==> config.mk <==
export PLATFORM = sky130hd
export DESIGN_NAME = interboard_msg_fifo_flat
export DESIGN_NICKNAME = d
export VERILOG_FILES = /design/src/rtl/interboard_msg_fifo_if.sv /design/src/rtl/interboard_msg_fifo.sv /design/src/flat_wrapper.sv
export SDC_FILE = /design/constraint.sdc
export NUM_CORES = 1
export LEC_CHECK = 0
export ABC_AREA = 1
export BUFFER_PORTS_ARGS = -buffer_cell sky130_fd_sc_hd__buf_2
export CAP_MARGIN = 30
export CORE_MARGIN = 5
export CORE_UTILIZATION = 35
export CTS_CLUSTER_SIZE = 24
export DETAILED_ROUTE_END_ITERATION = 7
export GPL_TIMING_DRIVEN = 0
export PLACE_DENSITY_LB_ADDON = 0.25
export SETUP_SLACK_MARGIN = 0.05
export SLEW_MARGIN = 25
export SYNTH_ARGS = -nofsm -noshare
export SYNTH_HDL_FRONTEND = slang
export SYNTH_SLANG_ARGS = --single-unit
==> constraint.sdc <==
create_clock -name clk -period 1.8 [get_ports clk]
set_input_delay 0.27 -clock clk [delete_from_list [all_inputs] [get_ports clk]]
set_output_delay 0.27 -clock clk [all_outputs]
set_load 0.01 [all_outputs]
==> src/rtl/interboard_msg_fifo_if.sv <==
`default_nettype none
// +---------------------------------------------------------------------------+
// | interboard_msg_fifo_if : message-in / head-out bundle of the message FIFO |
// | Revision : 1.0                                                            |
// +---------------------------------------------------------------------------+
interface interboard_msg_fifo_if #(
  parameter int ADDR_W = 2
);
  logic              interboard_rst;
  logic              interboard_en;
  logic              interboard_move_dir;
  logic [4:0]        interboard_block_x;
  logic [2:0]        interboard_block_y;
  logic [3:0]        interboard_msg_type;
  logic [5:0]        interboard_card;
  logic [2:0]        interboard_sel_len;
  logic              msg_pop;
  logic              ovf_clr;
  logic              msg_valid;
  logic              msg_move_dir;
  logic [4:0]        msg_block_x;
  logic [2:0]        msg_block_y;
  logic [3:0]        msg_type;
  logic [5:0]        msg_card;
  logic [2:0]        msg_sel_len;
  logic [ADDR_W:0]   msg_count;
  logic              fifo_full;
  logic              overflow;
`ifdef INTERBOARD_DROP_CNT_EN
  logic [7:0]        drop_cnt;
`endif

  // FIFO side
  modport slave (
    input  interboard_rst, interboard_en, interboard_move_dir, interboard_block_x,
           interboard_block_y, interboard_msg_type, interboard_card, interboard_sel_len,
           msg_pop, ovf_clr,
    output msg_valid, msg_move_dir, msg_block_x, msg_block_y, msg_type, msg_card,
           msg_sel_len, msg_count, fifo_full, overflow
`ifdef INTERBOARD_DROP_CNT_EN
           , drop_cnt
`endif
  );

  // Communication-top / game-control side
  modport master (
    output interboard_rst, interboard_en, interboard_move_dir, interboard_block_x,
           interboard_block_y, interboard_msg_type, interboard_card, interboard_sel_len,
           msg_pop, ovf_clr,
    input  msg_valid, msg_move_dir, msg_block_x, msg_block_y, msg_type, msg_card,
           msg_sel_len, msg_count, fifo_full, overflow
`ifdef INTERBOARD_DROP_CNT_EN
           , drop_cnt
`endif
  );
endinterface
`default_nettype wire

==> src/rtl/interboard_msg_fifo.sv <==
`default_nettype none
// +---------------------------------------------------------------------------+
// | interboard_msg_fifo : FWFT receive FIFO for interboard messages with a    |
// | drop-and-flag overflow policy. Optional INTERBOARD_DROP_CNT_EN adds an    |
// | 8-bit saturating dropped-message counter (drop_cnt).                      |
// | Revision : 1.0                                                            |
// +---------------------------------------------------------------------------+
module interboard_msg_fifo #(
  parameter int DEPTH  = 4,
  parameter int ADDR_W = 2
) (
  input  wire logic             clk,
  input  wire logic             rst,
  interboard_msg_fifo_if.slave  bus
);
  localparam int              ENTRY_W  = 22;
  localparam logic [ADDR_W:0] FULL_CNT = (ADDR_W + 1)'(DEPTH);

  logic [ENTRY_W-1:0] mem_q [DEPTH];
  logic [ENTRY_W-1:0] wr_data;
  logic [ENTRY_W-1:0] head;
  logic [ADDR_W-1:0]  wr_ptr_q, wr_ptr_d;
  logic [ADDR_W-1:0]  rd_ptr_q, rd_ptr_d;
  logic [ADDR_W:0]    count_q, count_d;
  logic               overflow_q, overflow_d;
  logic               do_push, do_pop, drop, wr_en;

  assign wr_data = {bus.interboard_move_dir, bus.interboard_block_x, bus.interboard_block_y,
                    bus.interboard_msg_type, bus.interboard_card, bus.interboard_sel_len};

  // A full FIFO still accepts a push when the head leaves in the same cycle.
  always_comb begin
    do_pop     = bus.msg_pop && (count_q != '0);
    do_push    = bus.interboard_en && ((count_q != FULL_CNT) || do_pop);
    drop       = bus.interboard_en && !do_push;
    wr_en      = do_push && !bus.interboard_rst;
    wr_ptr_d   = wr_ptr_q;
    rd_ptr_d   = rd_ptr_q;
    count_d    = count_q;
    overflow_d = overflow_q;
    if (bus.interboard_rst) begin
      wr_ptr_d   = '0;
      rd_ptr_d   = '0;
      count_d    = '0;
      overflow_d = 1'b0;
    end else begin
      if (do_push) wr_ptr_d = wr_ptr_q + 1'b1;
      if (do_pop)  rd_ptr_d = rd_ptr_q + 1'b1;
      if (do_push && !do_pop)      count_d = count_q + 1'b1;
      else if (do_pop && !do_push) count_d = count_q - 1'b1;
      if (drop)             overflow_d = 1'b1;
      else if (bus.ovf_clr) overflow_d = 1'b0;
    end
  end

  always_ff @(posedge clk) begin
    if (rst) begin
      wr_ptr_q   <= '0;
      rd_ptr_q   <= '0;
      count_q    <= '0;
      overflow_q <= 1'b0;
    end else begin
      wr_ptr_q   <= wr_ptr_d;
      rd_ptr_q   <= rd_ptr_d;
      count_q    <= count_d;
      overflow_q <= overflow_d;
    end
  end

  // Storage needs no reset: entries are only observable while counted.
  always_ff @(posedge clk) begin
    if (wr_en) mem_q[wr_ptr_q] <= wr_data;
  end

  assign head = mem_q[rd_ptr_q];
  assign {bus.msg_move_dir, bus.msg_block_x, bus.msg_block_y,
          bus.msg_type, bus.msg_card, bus.msg_sel_len} = head;
  assign bus.msg_valid = (count_q != '0);
  assign bus.fifo_full = (count_q == FULL_CNT);
  assign bus.msg_count = count_q;
  assign bus.overflow  = overflow_q;

`ifdef INTERBOARD_DROP_CNT_EN
  logic [7:0] drop_cnt_q, drop_cnt_d;

  // A clear coinciding with a drop restarts the tally at one.
  always_comb begin
    drop_cnt_d = drop_cnt_q;
    if (bus.interboard_rst)                drop_cnt_d = '0;
    else if (bus.ovf_clr)                  drop_cnt_d = drop ? 8'd1 : 8'd0;
    else if (drop && drop_cnt_q != 8'hFF)  drop_cnt_d = drop_cnt_q + 8'd1;
  end

  always_ff @(posedge clk) begin
    if (rst) drop_cnt_q <= '0;
    else     drop_cnt_q <= drop_cnt_d;
  end

  assign bus.drop_cnt = drop_cnt_q;
`endif
endmodule
`default_nettype wire

==> src/flat_wrapper.sv <==
// flat-port wrapper written by rule: the top's interface ports become plain ports
module interboard_msg_fifo_flat 
#(
  parameter int DEPTH  = 4,
  parameter int ADDR_W = 2
)
  (clk, rst, bus_interboard_rst, bus_interboard_en, bus_interboard_move_dir, bus_interboard_block_x, bus_interboard_block_y, bus_interboard_msg_type, bus_interboard_card, bus_interboard_sel_len, bus_msg_pop, bus_ovf_clr, bus_msg_valid, bus_msg_move_dir, bus_msg_block_x, bus_msg_block_y, bus_msg_type, bus_msg_card, bus_msg_sel_len, bus_msg_count, bus_fifo_full, bus_overflow);
  interboard_msg_fifo_if #(.ADDR_W(ADDR_W)) bus_i ();
  input  wire logic clk;
  input  wire logic rst;
  input wire logic [$bits(bus_i.interboard_rst)-1:0] bus_interboard_rst;
  input wire logic [$bits(bus_i.interboard_en)-1:0] bus_interboard_en;
  input wire logic [$bits(bus_i.interboard_move_dir)-1:0] bus_interboard_move_dir;
  input wire logic [$bits(bus_i.interboard_block_x)-1:0] bus_interboard_block_x;
  input wire logic [$bits(bus_i.interboard_block_y)-1:0] bus_interboard_block_y;
  input wire logic [$bits(bus_i.interboard_msg_type)-1:0] bus_interboard_msg_type;
  input wire logic [$bits(bus_i.interboard_card)-1:0] bus_interboard_card;
  input wire logic [$bits(bus_i.interboard_sel_len)-1:0] bus_interboard_sel_len;
  input wire logic [$bits(bus_i.msg_pop)-1:0] bus_msg_pop;
  input wire logic [$bits(bus_i.ovf_clr)-1:0] bus_ovf_clr;
  output wire logic [$bits(bus_i.msg_valid)-1:0] bus_msg_valid;
  output wire logic [$bits(bus_i.msg_move_dir)-1:0] bus_msg_move_dir;
  output wire logic [$bits(bus_i.msg_block_x)-1:0] bus_msg_block_x;
  output wire logic [$bits(bus_i.msg_block_y)-1:0] bus_msg_block_y;
  output wire logic [$bits(bus_i.msg_type)-1:0] bus_msg_type;
  output wire logic [$bits(bus_i.msg_card)-1:0] bus_msg_card;
  output wire logic [$bits(bus_i.msg_sel_len)-1:0] bus_msg_sel_len;
  output wire logic [$bits(bus_i.msg_count)-1:0] bus_msg_count;
  output wire logic [$bits(bus_i.fifo_full)-1:0] bus_fifo_full;
  output wire logic [$bits(bus_i.overflow)-1:0] bus_overflow;
  assign bus_i.interboard_rst = bus_interboard_rst;
  assign bus_i.interboard_en = bus_interboard_en;
  assign bus_i.interboard_move_dir = bus_interboard_move_dir;
  assign bus_i.interboard_block_x = bus_interboard_block_x;
  assign bus_i.interboard_block_y = bus_interboard_block_y;
  assign bus_i.interboard_msg_type = bus_interboard_msg_type;
  assign bus_i.interboard_card = bus_interboard_card;
  assign bus_i.interboard_sel_len = bus_interboard_sel_len;
  assign bus_i.msg_pop = bus_msg_pop;
  assign bus_i.ovf_clr = bus_ovf_clr;
  assign bus_msg_valid = bus_i.msg_valid;
  assign bus_msg_move_dir = bus_i.msg_move_dir;
  assign bus_msg_block_x = bus_i.msg_block_x;
  assign bus_msg_block_y = bus_i.msg_block_y;
  assign bus_msg_type = bus_i.msg_type;
  assign bus_msg_card = bus_i.msg_card;
  assign bus_msg_sel_len = bus_i.msg_sel_len;
  assign bus_msg_count = bus_i.msg_count;
  assign bus_fifo_full = bus_i.fifo_full;
  assign bus_overflow = bus_i.overflow;
  interboard_msg_fifo #(.DEPTH(DEPTH), .ADDR_W(ADDR_W)) u_core (.clk(clk), .rst(rst), .bus(bus_i));
endmodule
==> results.sh <==
export IMPL_status="finished clean"
export IMPL_n_antenna_cell=0
export IMPL_viasPerCell=4.811
export IMPL_yosysMostFrequentCell="edfxtp_1"
export IMPL_tritoncts="yes"
export IMPL_cts_clk_slew_worst_paths_ns=0.10
export IMPL_synth_edf_count=88
export IMPL_postSynthCellCount=292
export IMPL_ant_nets=0
export IMPL_slew_violations=0
export IMPL_rows=38
export IMPL_clk_latency_ns=0.36
export IMPL_path_cells="buf_12 -> inv_16 -> buf_12 -> buf_16 -> nor2_1 -> o22ai_1 -> buf_2"
export IMPL_synthArstFlopShare_pct=0
export IMPL_synth_area_top_cells="edfxtp_1 68%, dfxtp_1 5.2%, nor2_1 4.9%"
export IMPL_post_dp_hpwl_um=5122
export IMPL_overflow=0
export IMPL_cp_buffers_inverters=5
export IMPL_yosysUniqueCellTypes=25
export IMPL_p_per_area_mw_per_mm2=879.6
export IMPL_drc=0
export IMPL_die_h_um=115
export IMPL_drt_first_iter_violations=151
export IMPL_setup_viol=0
export IMPL_crit_path_frequent_cell="buf_12"
export IMPL_yosys_warnings=0
export IMPL_yosys_area_top_type_share_pct=68.48
export IMPL_first_pass_iters=5
export IMPL_die_w_um=115
export IMPL_synthTopCellsByCount="88 x edfxtp_1, 50 x nor2_1, 37 x o21ai_0, 22 x o22ai_1, 16 x inv_1"
export IMPL_cts_inserted_buffers=9
export IMPL_initial_core_util_pct=35.60
export IMPL_crit_type="reg2out"
export IMPL_place_gp_congestion=0.7204
export IMPL_finalWirelength_um=8912
export IMPL_cp_slowest_cell="dfxtp_2"
export IMPL_skew_ns=0.008348
export IMPL_critPathArrivalTime_ns=1.52
export IMPL_syn_to_final_growth_pct=32.43
export IMPL_synth_top_area_cell="edfxtp_1"
export IMPL_yosys_register_bits=98
export IMPL_finalCritPeriodShare_pct=99.28
export IMPL_port_buffers=55
export IMPL_synth_area_sq_mm=0.003859
export IMPL_worst_r2r_startpoint="u_core.bus.msg_count[0]"
export IMPL_grt_max_degree=23
export IMPL_core_sq_mm=0.01084
export IMPL_hold_violations=0
export IMPL_ys_seq_area_share_pct=73.67
export IMPL_antenna_found_initial=1
export IMPL_final_area_sq_mm=0.005110
export IMPL_cpPeakStageDelay_ns=0.36
export IMPL_tightest_slew_ns=0.7805
export IMPL_hp_start="bus_interboard_msg_type[3]"
export IMPL_synth_ff_type="edfxtp_1"
export IMPL_crit_path_end_kind="primary output"
export IMPL_die_area_sq_mm=0.01323
export IMPL_placed_cell_area_sq_mm=0.004330
export IMPL_maxSlewHeadroom_pct=47.84
export IMPL_post_drt_wl_per_cell_um=17.17
export IMPL_grt_pass1_vias=2494
export IMPL_dp_slack_ns=-0.1056
export IMPL_nets=408
export IMPL_hold_path_class="in2reg"
export IMPL_h_tree_depth=3
export IMPL_cts_buffer_depth=2
export IMPL_leakagePower_nw=1.851
export IMPL_rsz0062_at_grt="true"
export IMPL_cts_sinks=98
export IMPL_crit_family="buffers and inverters"
export IMPL_drive_gt1_share_pct=41.69
export IMPL_ir_drop_uv=526.2
export IMPL_max_freq_mhz=559.6
export IMPL_grt_usage_pct=13.14
export IMPL_syn_avg_cell_area_sq_um=13.21
export IMPL_min_period_ns=1.787
export IMPL_cts_root_buf="clkbuf_8"
export IMPL_cap_viol_max_count=0
export IMPL_crit_path_start_kind="register"
export IMPL_syn_nets=326
export IMPL_setup_slack_ns=0.01297
export IMPL_grt_pass1_wl_um=13030
export IMPL_num_vias=2497
export IMPL_hold_slack_ns=0.1231
export IMPL_cp_max_fo=8
export IMPL_ios=56
export IMPL_critPathRequiredTime_ns=1.53
[routing by layer]
layer  global-route usage [%]  wire (um)
met5                        0          7
met3                    4.053        497
met4                    4.695         82
met2                    21.22       4401
met1                    16.77       3923
[path summary, 6_finish.rpt]
path / slack [ns] / end / cells after the start
setup / recovery: 0.01 / bus_msg_block_y[0] / 7
hold / removal: 0.12 / u_core.mem_q[0][12] / 1
setup reg to reg: 0.07 / u_core.mem_q[3][2] / 6
hold reg to reg: 0.48 / u_core.bus.overflow / 2
[worst register-to-register path, stage by stage, from the launching register on]
cell,delay [ns]
dfxtp_4,0.38
nor2_4,0.06
nand3_4,0.09
nand2_4,0.06
inv_6,0.07
nand2_8,0.08
nor2_4,0.61
[metrics by stage]
| step | util [%] | TNS, ns | total power [mW] | std cells |
|---|---|---|---|---|
| floorplan | - | -1.328 | 2.812 | 292 |
| global placement | 39.76 | -42.02 | 2.965 | 487 |
| detailed placement | 39.95 | -7.589 | 2.977 | 487 |
| CTS | 43.37 | -0.1932 | 4.432 | 509 |
| global route | 47.14 | -1.307 | 4.678 | 519 |
| finish | 47.14 | 0 | 4.495 | 519 |
[flip-flops by register name, indices dropped and copies added (netlist names), named ones only]
signal	count
u_core.bus.msg_count	3
u_core.bus.overflow	1
u_core.mem_q	88
u_core.rd_ptr_q	2
u_core.wr_ptr_q	2
[where the power goes]
part           internal (mW)  switching (mW)
registers               2.53          0.0231
clock network          0.653           0.778
logic                  0.226           0.287
total                   3.41            1.09
[placed cells by master, fill, tap and decap left out, types with 3 or more instances in the layout]
cell / count
dfxtp_1: 6
nand2_1: 12
nand2_4: 3
buf_6: 5
nand3_1: 4
inv_6: 4
o22ai_1: 17
nor2_1: 40
clkbuf_16: 4
o21ai_1: 18
inv_2: 4
buf_8: 4
ha_1: 4
o21ai_2: 15
o21ai_4: 3
o22ai_2: 5
nor2_4: 6
buf_12: 5
clkbuf_8: 9
a21oi_1: 6
nor2_2: 10
buf_4: 8
inv_1: 14
edfxtp_1: 88
o21ai_0: 8
buf_2: 54
[logic make-up after synthesis]
logic type               share of synthesized area (%)
AO/OA/AOI/OAI                                    10.18
XOR/XNOR                                        0.2270
adder cells (fa/ha/maj)                          2.140
buffers and inverters                            4.507
flip-flops                                       73.67
AND/OR/NAND/NOR                                  9.273
[what timing repair did]
action | 4_1_cts | 5_1_grt
setup endpoints to repair | 110 | 112
setup buffers | 2 | 6
hold buffers | 0 | 0
gates cloned | 4 | 5
pin swaps | 6 | 29
gates resized for setup | 27 | 96
[area by class of cell]
type / count / area (sq um)
buffer: 13 / 188.9
sequential: 98 / 2853
multi-input combinational: 162 / 1075
timing repair inverter: 1 / 8.758
clock buffer: 9 / 123.9
tap: 140 / 175.2
fill: 976 / 5731
timing repair buffer: 69 / 513.0
clock inverter: 7 / 76.32
inverter: 20 / 96.34
(Power assumes the default switching activity.)
